**src/rtl/datapath_seq.sv**
```systemverilog
// Self-sequencing datapath: register file, A/B/C pipeline registers, shifter, ALU and
// status flags. A micro-sequencer runs each handshaked command to completion.
module datapath_seq #(
  parameter  int W    = 16,
  parameter  int NREG = 8,
  localparam int RW   = $clog2(NREG)
) (
  input  logic          clk,
  input  logic          reset,
  input  logic          cmd_valid,
  output logic          cmd_ready,
  input  logic [2:0]    cmd_op,
  input  logic [RW-1:0] cmd_rd,
  input  logic [RW-1:0] cmd_rn,
  input  logic [RW-1:0] cmd_rm,
  input  logic [1:0]    cmd_shift,
  input  logic [7:0]    cmd_imm,
  output logic          done,
  output logic          err,
  output logic [W-1:0]  datapath_out,
  output logic          N,
  output logic          V,
  output logic          Z,
  input  logic [RW-1:0] dbg_addr,
  output logic [W-1:0]  dbg_data
);

  localparam logic [2:0] OP_MOVI = 3'd0;
  localparam logic [2:0] OP_MOV  = 3'd1;
  localparam logic [2:0] OP_ADD  = 3'd2;
  localparam logic [2:0] OP_CMP  = 3'd3;
  localparam logic [2:0] OP_AND  = 3'd4;
  localparam logic [2:0] OP_MVN  = 3'd5;

  typedef enum logic [2:0] {S_IDLE, S_RDA, S_RDB, S_EXEC, S_WB} state_t;

  state_t        r_state;
  state_t        w_state_next;
  logic [W-1:0]  r_rf [NREG];
  logic [W-1:0]  r_a;
  logic [W-1:0]  r_b;
  logic [W-1:0]  r_c;
  logic          r_n;
  logic          r_v;
  logic          r_z;
  logic [2:0]    r_op;
  logic [RW-1:0] r_rd;
  logic [RW-1:0] r_rn;
  logic [RW-1:0] r_rm;
  logic [1:0]    r_shift;
  logic [7:0]    r_imm;
  logic          r_done;
  logic          r_err;

  logic          w_accept;
  logic          w_load_a;
  logic          w_load_b;
  logic          w_load_c;
  logic          w_wb_en;
  logic          w_done_next;
  logic          w_err_next;
  logic [W-1:0]  w_bin;
  logic [W-1:0]  w_alu;
  logic          w_ovf;
  logic signed [7:0] w_imm_s;
  logic [W-1:0]  w_imm_ext;
  logic [W-1:0]  w_wb_data;

  assign cmd_ready = (r_state == S_IDLE);
  assign w_accept  = cmd_valid && cmd_ready;

  always_ff @(posedge clk or posedge reset) begin
    if (reset) begin
      r_state <= S_IDLE;
      r_done  <= 1'b0;
      r_err   <= 1'b0;
    end else begin
      r_state <= w_state_next;
      r_done  <= w_done_next;
      r_err   <= w_err_next;
    end
  end

  // Illegal ops never leave IDLE; they only schedule the done/err pulse.
  always_comb begin
    w_state_next = r_state;
    w_load_a     = 1'b0;
    w_load_b     = 1'b0;
    w_load_c     = 1'b0;
    w_wb_en      = 1'b0;
    w_done_next  = 1'b0;
    w_err_next   = 1'b0;
    case (r_state)
      S_IDLE: begin
        if (w_accept) begin
          if (cmd_op == OP_MOVI) begin
            w_state_next = S_WB;
          end else if (cmd_op <= OP_MVN) begin
            w_state_next = S_RDA;
          end else begin
            w_done_next = 1'b1;
            w_err_next  = 1'b1;
          end
        end
      end
      S_RDA: begin
        w_load_a     = 1'b1;
        w_state_next = S_RDB;
      end
      S_RDB: begin
        w_load_b     = 1'b1;
        w_state_next = S_EXEC;
      end
      S_EXEC: begin
        w_load_c     = 1'b1;
        w_state_next = S_WB;
      end
      S_WB: begin
        w_wb_en      = (r_op != OP_CMP);
        w_done_next  = 1'b1;
        w_state_next = S_IDLE;
      end
      default: w_state_next = S_IDLE;
    endcase
  end

  always_ff @(posedge clk or posedge reset) begin
    if (reset) begin
      r_op    <= '0;
      r_rd    <= '0;
      r_rn    <= '0;
      r_rm    <= '0;
      r_shift <= '0;
      r_imm   <= '0;
    end else if (w_accept) begin
      r_op    <= cmd_op;
      r_rd    <= cmd_rd;
      r_rn    <= cmd_rn;
      r_rm    <= cmd_rm;
      r_shift <= cmd_shift;
      r_imm   <= cmd_imm;
    end
  end

  always_comb begin
    w_bin = r_b;
    case (r_shift)
      2'b01:   w_bin = {r_b[W-2:0], 1'b0};
      2'b10:   w_bin = {1'b0, r_b[W-1:1]};
      2'b11:   w_bin = {r_b[W-1], r_b[W-1:1]};
      default: w_bin = r_b;
    endcase
  end

  always_comb begin
    w_alu = '0;
    case (r_op)
      OP_MOV:  w_alu = w_bin;
      OP_ADD:  w_alu = r_a + w_bin;
      OP_CMP:  w_alu = r_a - w_bin;
      OP_AND:  w_alu = r_a & w_bin;
      OP_MVN:  w_alu = ~w_bin;
      default: w_alu = '0;
    endcase
  end

  // Subtraction overflows when operand signs differ and the result sign flips away from A.
  assign w_ovf = (r_a[W-1] != w_bin[W-1]) && (w_alu[W-1] != r_a[W-1]);

  always_ff @(posedge clk or posedge reset) begin
    if (reset) begin
      r_a <= '0;
      r_b <= '0;
      r_c <= '0;
      r_n <= 1'b0;
      r_v <= 1'b0;
      r_z <= 1'b0;
    end else begin
      if (w_load_a) r_a <= r_rf[r_rn];
      if (w_load_b) r_b <= r_rf[r_rm];
      if (w_load_c) begin
        r_c <= w_alu;
        if (r_op == OP_CMP) begin
          r_n <= w_alu[W-1];
          r_v <= w_ovf;
          r_z <= (w_alu == '0);
        end
      end
    end
  end

  assign w_imm_s   = r_imm;
  assign w_imm_ext = W'(w_imm_s);
  assign w_wb_data = (r_op == OP_MOVI) ? w_imm_ext : r_c;

  always_ff @(posedge clk or posedge reset) begin
    if (reset) begin
      for (int i = 0; i < NREG; i++) r_rf[i] <= '0;
    end else if (w_wb_en) begin
      r_rf[r_rd] <= w_wb_data;
    end
  end

  assign dbg_data     = r_rf[dbg_addr];
  assign datapath_out = r_c;
  assign N            = r_n;
  assign V            = r_v;
  assign Z            = r_z;
  assign done         = r_done;
  assign err          = r_err;

endmodule

```
**config.mk**
```make
export PLATFORM = sky130hd
export DESIGN_NAME = datapath_seq
export DESIGN_NICKNAME = d
export VERILOG_FILES = /design/src/rtl/datapath_seq.sv
export SDC_FILE = /design/constraint.sdc
export NUM_CORES = 1
export LEC_CHECK = 0
export ABC_AREA = 1
export ABC_CLOCK_PERIOD_IN_PS = 8460
export BUFFER_PORTS_ARGS = -buffer_cell sky130_fd_sc_hd__buf_2
export CAP_MARGIN = 15
export CORE_ASPECT_RATIO = 0.5
export CORE_MARGIN = 2
export CORE_UTILIZATION = 60
export DETAILED_ROUTE_END_ITERATION = 10
export PLACE_DENSITY = 0.77
export SLEW_MARGIN = 20
export SYNTH_ARGS = -nofsm -noshare
export SYNTH_HDL_FRONTEND = slang
export SYNTH_SLANG_ARGS = --single-unit
```
**constraint.sdc**
```tcl
create_clock -name clk -period 8.46 [get_ports clk]
set_clock_uncertainty 0.2 [all_clocks]
set_input_delay 1.269 -clock clk [delete_from_list [all_inputs] [get_ports clk]]
set_output_delay 1.269 -clock clk [all_outputs]
set_load 0.01 [all_outputs]
```
# == Word-level counts from Yosys, hierarchy flattened ==
# Index checks and enable logic that the tools add are counted.
# op_classes
mux,28
order_cmp,6
add_sub_neg,2
eq_ne,17
mul,0
n_reduce_logical,9
n_shift,0
div_mod_pow,0
n_bitwise,6
# ops
operator,n
$bmux W16 S3,3
$bwmux W128,1
$mux W16,8
$pmux W16 S5,1
$demux W16 S3,1
$pmux W16 S3,1
$add A16 B16 Y16,1
$and A16 B16 Y16,1
$ge A4 B4 Y1 const B,4
$logic_not A16 Y1,1
$not A16 Y16,1
$not A3 Y4,4
$sub A16 B16 Y16,1
$eq A3 B2 Y1 const B,4
$pmux W3 S4,1
$eq A3 B3 Y1 const B,3
$logic_not A3 Y1,3
$mux W3,3
$mux W1,8
$eq A3 B1 Y1 const B,2
$eq A2 B2 Y1 const B,2
$lt A4 B1 Y1 const B,1
$reduce_and A2 Y1,2
$le A3 B3 Y1 const B,1
other kinds (7),10
# word_totals
inputBits,28
wordCells,91
mem_bits_ro,0
mem_count,0
out_inout_bits,38
regBits,206
mem_bits_rw,0
latch_bits,0

# == Depth between registers and ports, before layout ==
# logic_depth
word_depth,6
mapped_depth,28
ltp_nobuf,26

# == Worst setup path after synthesis ==
# No wires, ideal clock.
# synth_path
path_kind,input-to-output
start,input port dbg_addr[1]
end,output port dbg_data[10]
cell_stages,6
n_path_buf,2
arrival_ns,2.298
required_time_ns,6.991
path_slack_ns,4.693
path_cell_list,clkbuf_1 > clkbuf_1 > o21ai_0 > o21ai_0 > nor2_1 > a31oi_1
# synth_between
elab_chain_cells,4
# synth_rtl
element,line,rtl
"start, declared",24,"input logic [RW-1:0] dbg_addr,"
$not A3 Y4 (not written as such),204,assign dbg_data = r_rf[dbg_addr];
$bmux W16 S3,204,
$mux W16 (not written as such) (2 in series),204,
"end, declared",25,output logic [W-1:0] dbg_data
# No other way between the ends. The select of a mux whose other input is x is not followed.

# == Final worst setup path ==
# layout_path
start,input port dbg_addr[0]
end,output port dbg_data[15]
# The elaborated chain is that of the path after synthesis.

==> flow_summary.json <==
{
  "wl_met1_um": 17380,
  "route.detailed.wl_per_inst_um": 20.26,
  "route.vias.total": 13250,
  "grt_max_degree": 136,
  "drv_slew": 0,
  "synth-seq-cells": 206,
  "clk_latency_ns": 0.54,
  "dieArea_um2": 22900,
  "finalSetupViolations": 0,
  "yosysWarnings": 0,
  "wl_met2_um": 18010,
  "first_pass_iters": 7,
  "synth_area_leaders": "dfrtp_1 (40%), o21ai_0 (13%), nand2_1 (11%), a21oi_1 (5.6%), inv_1 (5.3%)",
  "gp_congestion": 0.9726,
  "grt_pass1_vias": 11930,
  "yosys-top-cells-count": "nand2_1 (377), o21ai_0 (334), dfrtp_1 (206), inv_1 (184), a21oi_1 (145)",
  "highest_layer": "met5",
  "setup_tns_ns": 0,
  "htreeDepth": 1,
  "ff_latch_area_um2": 5165,
  "drtIter0Drc": 2137,
  "yosysSeqAreaShare_pct": 39.70,
  "fp.dieH_um": 108.0,
  "yosysTopAreaCellShare_pct": 39.70,
  "tightest_slew_ns": 1.149,
  "placed_area_um2": 13400,
  "hold_viol_final": 0,
  "cts_buffers": 20,
  "synth_area_leader_cell": "dfrtp_1",
  "fmax_mhz": 195.7,
  "holdWs_ns": 0.2792,
  "wl_met3_um": 6501,
  "powerDensity_nw_per_um2": 459.3,
  "async_reset_ff_share_pct": 100.0,
  "r2r-start": "r_shift[1]",
  "setup_ws_ns": 3.351,
  "antenna_left": 0,
  "synth-main-ff-cell": "dfrtp_1",
  "hpwl_um": 28630,
  "finalInstanceArea_um2": 14010,
  "multi_input_area_um2": 6654,
  "period_minus_slack_ns": 5.109,
  "row_count": 37,
  "cts.sinks": 206,
  "area_growth_pct": 7.911,
  "tritoncts": "yes",
  "syn_area_per_cell_um2": 7.118,
  "grt_pass1_wl_um": 66880,
  "crit_type": "input pin to output port",
  "nFillCells": 1849,
  "syn_area_um2": 12980,
  "p_leak_nw": 6.460,
  "hold_start": "N",
  "cts_hold_buf": 0,
  "drcViolationCount": 0,
  "crit_path_max_fanout": 51,
  "clockBufferDepth": 3,
  "synth_edf_count": 0,
  "root_buffer": "clkbuf_16",
  "period_share_pct": 60.39,
  "crit_start": "dbg_addr[0]",
  "nNetsFinal": 1862,
  "post-place-ws_ns": 3.403,
  "status": "finished clean",
  "synth.distinct_cells": 51,
  "syn_inst": 1824,
  "num_io_pins": 66,
  "clkTransAtPathRegs_ns": 0.06,
  "rsz0062_at_grt": "false",
  "antenna_found_initial": 3,
  "peakVddDrop_uv": 218.9,
  "critical_path_arrival_ns": 3.64,
  "grt_usage_pct": 38.17,
  "viasPerCell": 6.246,
  "cp.required_ns": 6.99,
  "routed_wl_um": 42970,
  "numPortBuffers": 65,
  "worst_setup_path_start_kind": "input pin",
  "fp.coreArea_um2": 20880,
  "synth_nets": 1871,
  "grt_overflow": 0,
  "die_x_um": 212.0,
  "endpoint_kind": "output port",
  "cap_violations": 0,
  "relSlewSlack_pct": 22.94,
  "ctsResizeCount": 0,
  "post_cts_buffers": 0,
  "post-synth-top-count-cell": "nand2_1",
  "drive_above_1_share_pct": 9.081,
  "min_path_type": "flip-flop to flip-flop",
  "start_util_pct": 62.19
}
==> cell usage in the layout (no fill, tap or decap), types with 2 or more instances in the layout <==
cell       Yosys  routed
nand2_1      377     377
o21ai_0      334     334
dfrtp_1      206     202
inv_1        184     181
a21oi_1      145     145
nor2_1       120     120
nand3_1      105     105
o211ai_1      83      83
buf_2          8      65
a31oi_1       20      20
clkbuf_16      0      20
buf_4          0      19
ha_1          18      18
xor2_1        12      12
nand4_1       11      11
nand3_2       10      10
inv_2          8       8
o21a_1         8       8
nand2_2        7       7
o21ai_1        7       7
clkbuf_1      90       7
clkinv_1       4       6
nor3_2         3       5
nor3_1         8       4
nor2_4         4       4
nand3b_1       4       4
clkbuf_8       0       4
xnor2_1        3       3
clkinv_2       0       3
nor3_4         0       2
nand2_4        2       2
o21ai_2        2       2
o221ai_1       2       2
nor2_2         2       2
dfrtp_4        0       2
dfrtp_2        0       2
==> sequential cells by signal, summed over array words and instances (netlist names) <==
name	cells
r_rf	128
datapath_out	16
r_a	16
r_b	16
r_imm	8
r_op	3
r_rd	3
r_rm	3
r_rn	3
r_state	3
r_shift	2
N	1
V	1
Z	1
done	1
err	1
==> layer usage <==
layer / global-route usage [%] / up-vias
met3: 13.30 / 102
met5: 0 / -
li1: - / 6103
met1: 53.21 / 6221
met2: 57.21 / 817
met4: 9.155 / 4
==> report_power, final <==
| group | switching, mW | total (mW) | leakage (nW) | internal [mW] |
|---|---|---|---|---|
| combinational | 2.56 | 3.74 | 3.45 | 1.19 |
| clock | 0.413 | 0.888 | 0.302 | 0.475 |
| sequential | 0.432 | 1.80 | 2.71 | 1.37 |
==> cells by family after synthesis <==
group                      share of synthesized area, %
DFF                                               39.70
xor gates and xnor gates                          1.012
buffers and inverters                             9.299
adders and majority gates                         1.889
AOI/OAI and AO/OA                                 25.98
and+or+nand+nor                                   22.12
==> per-stage QoR <==
stage | total power, mW | util, % | std cells
after floorplan | 4.355 | - | 1824
after global placement | 5.298 | 64.16 | 2085
after detailed placement | 5.419 | 64.16 | 2085
after CTS | 6.309 | 67.09 | 2120
after global routing | 6.930 | 67.09 | 2120
final | 6.436 | 67.11 | 2121
==> path summary, 6_finish.rpt <==
path,depth (start not counted),slack (ns),to
worst max-delay path,6,3.35,dbg_data[15]
worst min-delay path,2,0.28,N
worst max register to register,23,4.16,V
worst min register to register,2,0.28,N
max in group asynchronous,3,5.80,r_rf[76]
min in group asynchronous,2,0.71,r_a[14]
==> final cells by class <==
cell class | count | share of cell area (%)
diodes | 1 | 0.01786
clock buffers | 31 | 4.153
clock inverters | 4 | 0.2233
inverters | 196 | 5.305
multi-input cells | 1307 | 47.49
flip-flops and latches | 206 | 36.86
well taps | 292 | 2.608
repair buffers | 84 | 3.340
==> critical path, cell delays in order <==
cell	delay, ns
buf_2	0.63
clkinv_1	0.84
o21ai_0	0.36
a221oi_1	0.10
a31oi_1	0.23
buf_2	0.19
Power figures use the tool's default switching activity.
